===== src/rtl/bound_flasher_ctrl.sv =====
// Command sequencer for the 16-lamp bound-flasher shift datapath.
// Keeps its own lit-lamp count so the datapath's combinational lamp output is never read back.
module bound_flasher_ctrl #(
  parameter int unsigned NLAMP = 16,
  parameter int unsigned P1    = 6,
  parameter int unsigned P2    = 11,
  parameter int unsigned MID   = 5
) (
  input  logic       clk,
  input  logic       rst,
  input  logic       flick,
  output logic [1:0] cmd,
  output logic [4:0] level,
  output logic [2:0] state,
  output logic       busy
);

  // state | meaning
  // IDLE  | datapath held clear, waiting for flick
  // UP1   | light lamps up to P1
  // DN1   | extinguish down to 0
  // UP2   | light up to P2, kickback to DN1 on flick at P1/P2
  // DN2   | extinguish down to MID
  // UP3   | light up to NLAMP, kickback to DN2 on flick at P1/P2
  // DN3   | extinguish down to 0, restart on flick at the last step
  localparam logic [2:0] IDLE = 3'd0;
  localparam logic [2:0] UP1  = 3'd1;
  localparam logic [2:0] DN1  = 3'd2;
  localparam logic [2:0] UP2  = 3'd3;
  localparam logic [2:0] DN2  = 3'd4;
  localparam logic [2:0] UP3  = 3'd5;
  localparam logic [2:0] DN3  = 3'd6;

  localparam logic [1:0] CMD_CLR = 2'd0;
  localparam logic [1:0] CMD_ONE = 2'd1;
  localparam logic [1:0] CMD_ZER = 2'd2;

  localparam logic [4:0] P1_L    = 5'(P1);
  localparam logic [4:0] P2_L    = 5'(P2);
  localparam logic [4:0] MID_L   = 5'(MID);
  localparam logic [4:0] NLAMP_L = 5'(NLAMP);

  logic [2:0] state_nx;
  logic [4:0] level_nx;
  logic       kick;

  always_comb begin
    cmd = CMD_CLR;
    case (state)
      UP1, UP2, UP3: cmd = CMD_ONE;
      DN1, DN2, DN3: cmd = CMD_ZER;
      default:       cmd = CMD_CLR;
    endcase
  end

  assign busy = (state != IDLE);

  // Mirror of the datapath register after this edge's command is applied.
  always_comb begin
    level_nx = 5'd0;
    case (cmd)
      CMD_ONE: level_nx = level + 5'd1;
      CMD_ZER: level_nx = level - 5'd1;
      default: level_nx = 5'd0;
    endcase
  end

  assign kick = flick && ((level_nx == P1_L) || (level_nx == P2_L));

  // Kickback is tested ahead of the segment target so UP2 at P2 with flick goes to DN1.
  always_comb begin
    state_nx = state;
    case (state)
      IDLE: if (flick) state_nx = UP1;
      UP1:  if (level_nx == P1_L) state_nx = DN1;
      DN1:  if (level_nx == 5'd0) state_nx = UP2;
      UP2: begin
        if (kick)                    state_nx = DN1;
        else if (level_nx == P2_L)   state_nx = DN2;
      end
      DN2:  if (level_nx == MID_L) state_nx = UP3;
      UP3: begin
        if (kick)                    state_nx = DN2;
        else if (level_nx == NLAMP_L) state_nx = DN3;
      end
      DN3:  if (level_nx == 5'd0) state_nx = flick ? UP1 : IDLE;
      default: state_nx = IDLE;
    endcase
  end

  always_ff @(posedge clk) begin
    if (rst) begin
      state <= IDLE;
      level <= 5'd0;
    end else begin
      state <= state_nx;
      level <= level_nx;
    end
  end

endmodule


===== config.mk =====
export PLATFORM = sky130hd
export DESIGN_NAME = bound_flasher_ctrl
export DESIGN_NICKNAME = d
export VERILOG_FILES = /design/src/rtl/bound_flasher_ctrl.sv
export SDC_FILE = /design/constraint.sdc
export NUM_CORES = 1
export LEC_CHECK = 0
export CAP_MARGIN = 20
export CORE_UTILIZATION = 46
export CTS_BUF_LIST = sky130_fd_sc_hd__clkbuf_4
export CTS_CLUSTER_DIAMETER = 200
export DETAILED_ROUTE_END_ITERATION = 6
export PLACE_DENSITY = 0.84
export SLEW_MARGIN = 20
export SYNTH_ARGS = -nofsm -noshare
export SYNTH_HDL_FRONTEND = slang
export SYNTH_SLANG_ARGS = --single-unit

===== constraint.sdc =====
create_clock -name clk -period 3.5 [get_ports clk]
set_input_delay 0.7 -clock clk [delete_from_list [all_inputs] [get_ports clk]]
set_output_delay 0.7 -clock clk [all_outputs]
set_load 0.05 [all_outputs]

# == Yosys cells after proc, flatten, opt, wreduce, memory -nomap -nowiden ==
# Index checks and enable logic that the tools add are counted.
# totals
ff_bits,8
inputBits,3
out_inout_bits,11
word_cells,44
# op_classes
n_addsub,2
n_eq_ne,19
n_mux,13
n_reduce_logical,8
# ops
cell,count
$mux W3,9
$pmux W3 S7,1
$eq A5 B3 Y1 const B,2
$ne A2 B2 Y1 const B,5
$pmux W5 S2,1
$eq A3 B3 Y1 const B,3
$reduce_and A7 Y1,1
$eq A3 B2 Y1 const B,2
$ne A3 B3 Y1 const B,2
$reduce_or A3 Y1,2
$add A5 B1 Y5 const B,1
$eq A5 B4 Y1 const B,1
$eq A5 B5 Y1 const B,1
$logic_not A5 Y1,1
$sub A5 B1 Y5 const B,1
$pmux W2 S2,1
$eq A3 B1 Y1 const B,1
$logic_not A3 Y1,1
$reduce_bool A3 Y1,1
$eq A2 B1 Y1 const B,1
$eq A2 B2 Y1 const B,1
$logic_and A1 B1 Y1,1
$logic_or A1 B1 Y1,1
$mux W1,1

# == Longest topological paths before layout ==
# depth
depth_word,10
ltp_mapped,12
mapped_depth_nobuf,11

# == Least setup slack after synthesis ==
# No wires, ideal clock.
# synth_path
path_type,register to register
startpoint,reg state[2]
endpoint,reg state[1]
setup_ns,0.103
arrival_time_ns,3.137
t_required_ns,3.397
setup_slack_ns,0.259
stages_incl_launch_ff,13
n_path_buf,1
period_less_slack_ns,3.241
path_cell_list,dfxtp_1 -> clkbuf_1 -> nor2_1 -> nor2_1 -> ha_1 -> inv_1 -> fa_1 -> nand2b_1 -> a21oi_1 -> xnor2_1 -> a311oi_2 -> o21bai_1 -> a2111oi_2
# synth_via
elab_chain_cells,10
word_cells_on_any_way,31
cone_classes,19 x eq/ne; 5 x mux; 7 x reduce/logical
# synth_lines
item,line,source
"start, declared",14,"output logic [2:0] state,"
"start signal, assigned",96,state <= state_nx;
"$eq A3 B3 Y1, or another cell as far along","49, 73",
$reduce_or A3 Y1,49,case (state)
$pmux W2 S2,49,
$eq A2 B2 Y1 or $eq A2 B1 Y1 (tied branches),61,case (cmd)
$pmux W5 S2,61,
$eq A5 B3 Y1 or $eq A5 B4 Y1 (tied branches),"68, 75, 79",
$logic_or A1 B1 Y1,68,assign kick = flick && ((level_nx == P1_L) || (level_nx == P2_L));
$logic_and A1 B1 Y1,68,
"$ne A3 B3 Y1 (no source line), or another cell as far along",n/a,
$reduce_and A7 Y1 (no source line) or $pmux W3 S7 (tied branches),n/a,
# Parallel ways exist; a longest one is shown, timed or not.
# A chain may end at the register's enable or synchronous reset.

# == Worst setup path after layout ==
# layout_path
startpoint,reg state[2]
endpoint,reg state[2]
# The elaborated chain is that of the path after synthesis.

==> run summary <==
===============================================================================================
Layout net count .................................................................          109
Antenna diode count ..............................................................            0
Cell Chain, Critical Path ........................................................ nor2_1 -> nor2_1 -> ha_1 -> inv_1 -> fa_1 -> nand2b_1 -> a21oi_1 -> xnor2_1 -> nand4_1 -> or3_1 -> a21oi_1
Maximum fanout along the worst path ..............................................           11
Maximum clock rate ...............................................................    0.311 GHz
Clock latency on the worst-skew pair .............................................       260 ps
Maximum number of pins on one net before global-route repair .....................           12
Cell type of the slowest stage on the worst timing path .......................... sky130_fd_sc_hd__dfxtp_1
Avg Vias per Cell ................................................................         6.04
Worst path required time .........................................................      3680 ps
Inst Count DP ....................................................................          110
Portion of total power attributed to combinational logic .........................        29.2%
Placeable core area ..............................................................     1370 um2
Post-CTS Setup Repair Bufs .......................................................            0
Mean instance size in the synthesized netlist ....................................     7.87 um2
Crit path capture type ...........................................................    flip-flop
Number of sinks handled by clock tree synthesis ..................................            8
H-tree depth .....................................................................            1
Initial antenna violation count ..................................................            0
Pwr dens .........................................................................   298 nW/um2
Std cell rows ....................................................................           13
Type of origin of the critical path ..............................................    flip-flop
Average wire length per cell after detail routing ................................      13.8 um
Maximum root-to-sink buffer count ................................................            2
Die boundary height ..............................................................      41.0 um
Synth Flop Type .................................................................. sky130_fd_sc_hd__dfxtp_1
Cell at the root of the clock tree ............................................... sky130_fd_sc_hd__clkbuf_4
Final Skew .......................................................................      1.47 ps
Final Setup Violations ...........................................................            0
Synthesized Nets .................................................................           98
Transition time at the pin with the least slew margin ............................       657 ps
I/O pin count ....................................................................           14
Crit Path Category ............................................................... flip-flop to flip-flop
IR Drop Worst-Case VDD ...........................................................     0.110 mV
Vias .............................................................................          682
Post-Route WL ....................................................................      1560 um
Starting DRC count in detailed routing ...........................................           19
Router iterations before antenna repair ..........................................            4
Share of power burned in the clock network .......................................        29.3%
Die Footprint ....................................................................     1680 um2
Initial core utilization .........................................................        51.3%
Growth of design area from synthesis to finish ...................................        18.6%
Fin crit share ...................................................................        91.8%
Number of clock buffers inserted by TritonCTS ....................................            3
Cell leakage power ...............................................................     0.312 nW
Number of unique standard cell types used by synthesis ...........................           34
Fraction of final layout cells with drive strength greater than 1 ................        7.14%
Internal power consumption .......................................................     0.158 mW
Share of the core filled with cells in the final layout ..........................        60.8%
Number of global-route vias before repair ........................................          594
CP peak stage delay ..............................................................       520 ps
Hpwl dp ..........................................................................      1180 um
Antenna Nets Post-Route ..........................................................            0
Share of power burned in registers ...............................................        41.5%
Post-CTS resize count ............................................................            0
Final Hold Slack .................................................................       647 ps
DRC viols ........................................................................            0
Clock period minus worst slack ...................................................      3210 ps
CTS tree .........................................................................          yes
Cell Count, Final, Fillers Out ...................................................          113
Synthesized cell area ............................................................      701 um2
Arrival time of the worst setup path .............................................      3390 ps
Seq/Total Area, Yosys ............................................................        22.9%
Number of hold-slack violations in the final timing report .......................            0
Worst Hold Class ................................................................. flip-flop to flip-flop
Gr usage total ...................................................................        21.7%
Final estimated routing congestion in global placement ...........................        0.891
Outcome .......................................................................... finished, final reports clean
Clock input transition at the sequential cells of the worst setup and hold paths .        60 ps
Final Max Tran Viols .............................................................            0
PnR Total Power ..................................................................     0.248 mW
Hold buffer count at CTS .........................................................            0
Asr flop ratio synth .............................................................           0%
Overflow left after global routing ...............................................            0
Max transition margin ............................................................        55.9%
Horizontal die dimension .........................................................      41.0 um
Input/output buffers .............................................................           13
Flops & latches, synth ...........................................................            8
Gate count after technology mapping ..............................................           89
RSZ-0062 raised after global routing .............................................        false
Switching Fraction ...............................................................        36.0%
EDFF count, synth ................................................................            0
Total of warnings raised by yosys ................................................            0
Final TNS setup ..................................................................         0 ps
Maximum Capacitance Violations ...................................................            0
Global-route wire length before repair ...........................................      2430 um
Reported net switching power .....................................................    0.0893 mW
===============================================================================================
## sequential cells by signal, indices dropped and copies added, names as in the netlist
| signal | flops |
|---|---|
| level | 5 |
| state | 3 |
## logic make-up (layout without fill, tap and decap cells)
group	Yosys count	after routing	share of synthesized area, %
compound gates	19	19	23.2
xor+xnor	5	5	6.25
fa+ha+maj	6	6	11.8
buf+inv	17	26	11.3
flops	8	8	22.9
simple gates	34	34	24.6
## cells in the final DEF, fill, tap and decap left out, drive strengths merged, types with 3 or more instances in the layout
cell and count:
nor2 12, xor2 3, dfxtp 8, nor3 5, a311oi 4, inv 10
nand3 4, clkbuf 3, o21ai 3, clkdlybuf4s50 13, ha 5
## final timing paths
| kind | from | endpoint | slack (ps) | depth (start not counted) |
|---|---|---|---|---|
| setup / recovery | state[2] | state[2] | 290 | 11 |
| hold reg to reg | level[0] | level[0] | 650 | 1 |
| hold / removal | level[0] | level[0] | 650 | 1 |
| setup reg to reg | state[2] | state[2] | 290 | 11 |
## cell usage after synthesis (2+ instances only)
library cell | number | area share (%)
sky130_fd_sc_hd__nor3_1 | 5 | 3.6
sky130_fd_sc_hd__buf_6 | 2 | 3.2
sky130_fd_sc_hd__o21ai_0 | 3 | 2.1
sky130_fd_sc_hd__clkbuf_1 | 5 | 2.7
sky130_fd_sc_hd__xnor2_1 | 2 | 2.5
sky130_fd_sc_hd__o2111ai_1 | 2 | 2.5
sky130_fd_sc_hd__inv_1 | 10 | 5.4
sky130_fd_sc_hd__xor2_1 | 3 | 3.8
sky130_fd_sc_hd__or3_1 | 2 | 1.8
sky130_fd_sc_hd__a21oi_1 | 2 | 1.4
sky130_fd_sc_hd__nand4_1 | 2 | 1.8
sky130_fd_sc_hd__nand3_1 | 4 | 2.9
sky130_fd_sc_hd__ha_1 | 5 | 8.9
sky130_fd_sc_hd__a311oi_1 | 3 | 3.8
sky130_fd_sc_hd__nand2_1 | 2 | 1.1
sky130_fd_sc_hd__nor2_1 | 12 | 6.4
sky130_fd_sc_hd__dfxtp_1 | 8 | 23
## per-stage QoR
| step | instance area [um2] | worst slack, ps |
|---|---|---|
| after floorplan | 701 | 259 |
| after global placement | 808 | 468 |
| final | 831 | 288 |
| after global routing | 831 | 31.1 |
| after detailed placement | 808 | 338 |
| after CTS | 831 | 328 |
## area by class of cell
cell class | count | area (um2)
Clock buffer | 3 | 22.5
Tap cell | 15 | 18.8
Multi-Input combinational cell | 64 | 462
Sequential cell | 8 | 160
Inverter | 10 | 37.5
Fill cell | 126 | 536
Timing Repair Buffer | 13 | 130
## critical path: cells and delay by family (launching register included)
kind,cells,cell delay [ps]
AND/OR/NAND/NOR,5,1060
AO/OA/AOI/OAI,2,400
flip-flops,1,520
adder cells (fa/ha/maj),2,720
buffers and inverters,1,80
XOR/XNOR,1,360
## routing by layer
| metal | vias to the layer above | global-route usage (%) | share of wire [%] |
|---|---|---|---|
| li1 | 337 | - | - |
| met1 | 329 | 26.9 | 48 |
| met2 | 11 | 37.5 | 48 |
| met3 | 5 | 0 | 1.1 |
| met4 | 0 | 12.5 | 2.6 |
| met5 | - | 0 | 0 |
## power groups by stage
stage                     clock network [mW]  logic (mW)  registers [mW]
final                                 0.0726      0.0722           0.103
after global routing                  0.0785      0.0787           0.104
after CTS                             0.0734      0.0722           0.103
after detailed placement                   0      0.0720           0.105
after global placement                     0      0.0710           0.104
after floorplan                            0      0.0476           0.110
Note: power is estimated with default switching activity, not from simulation.
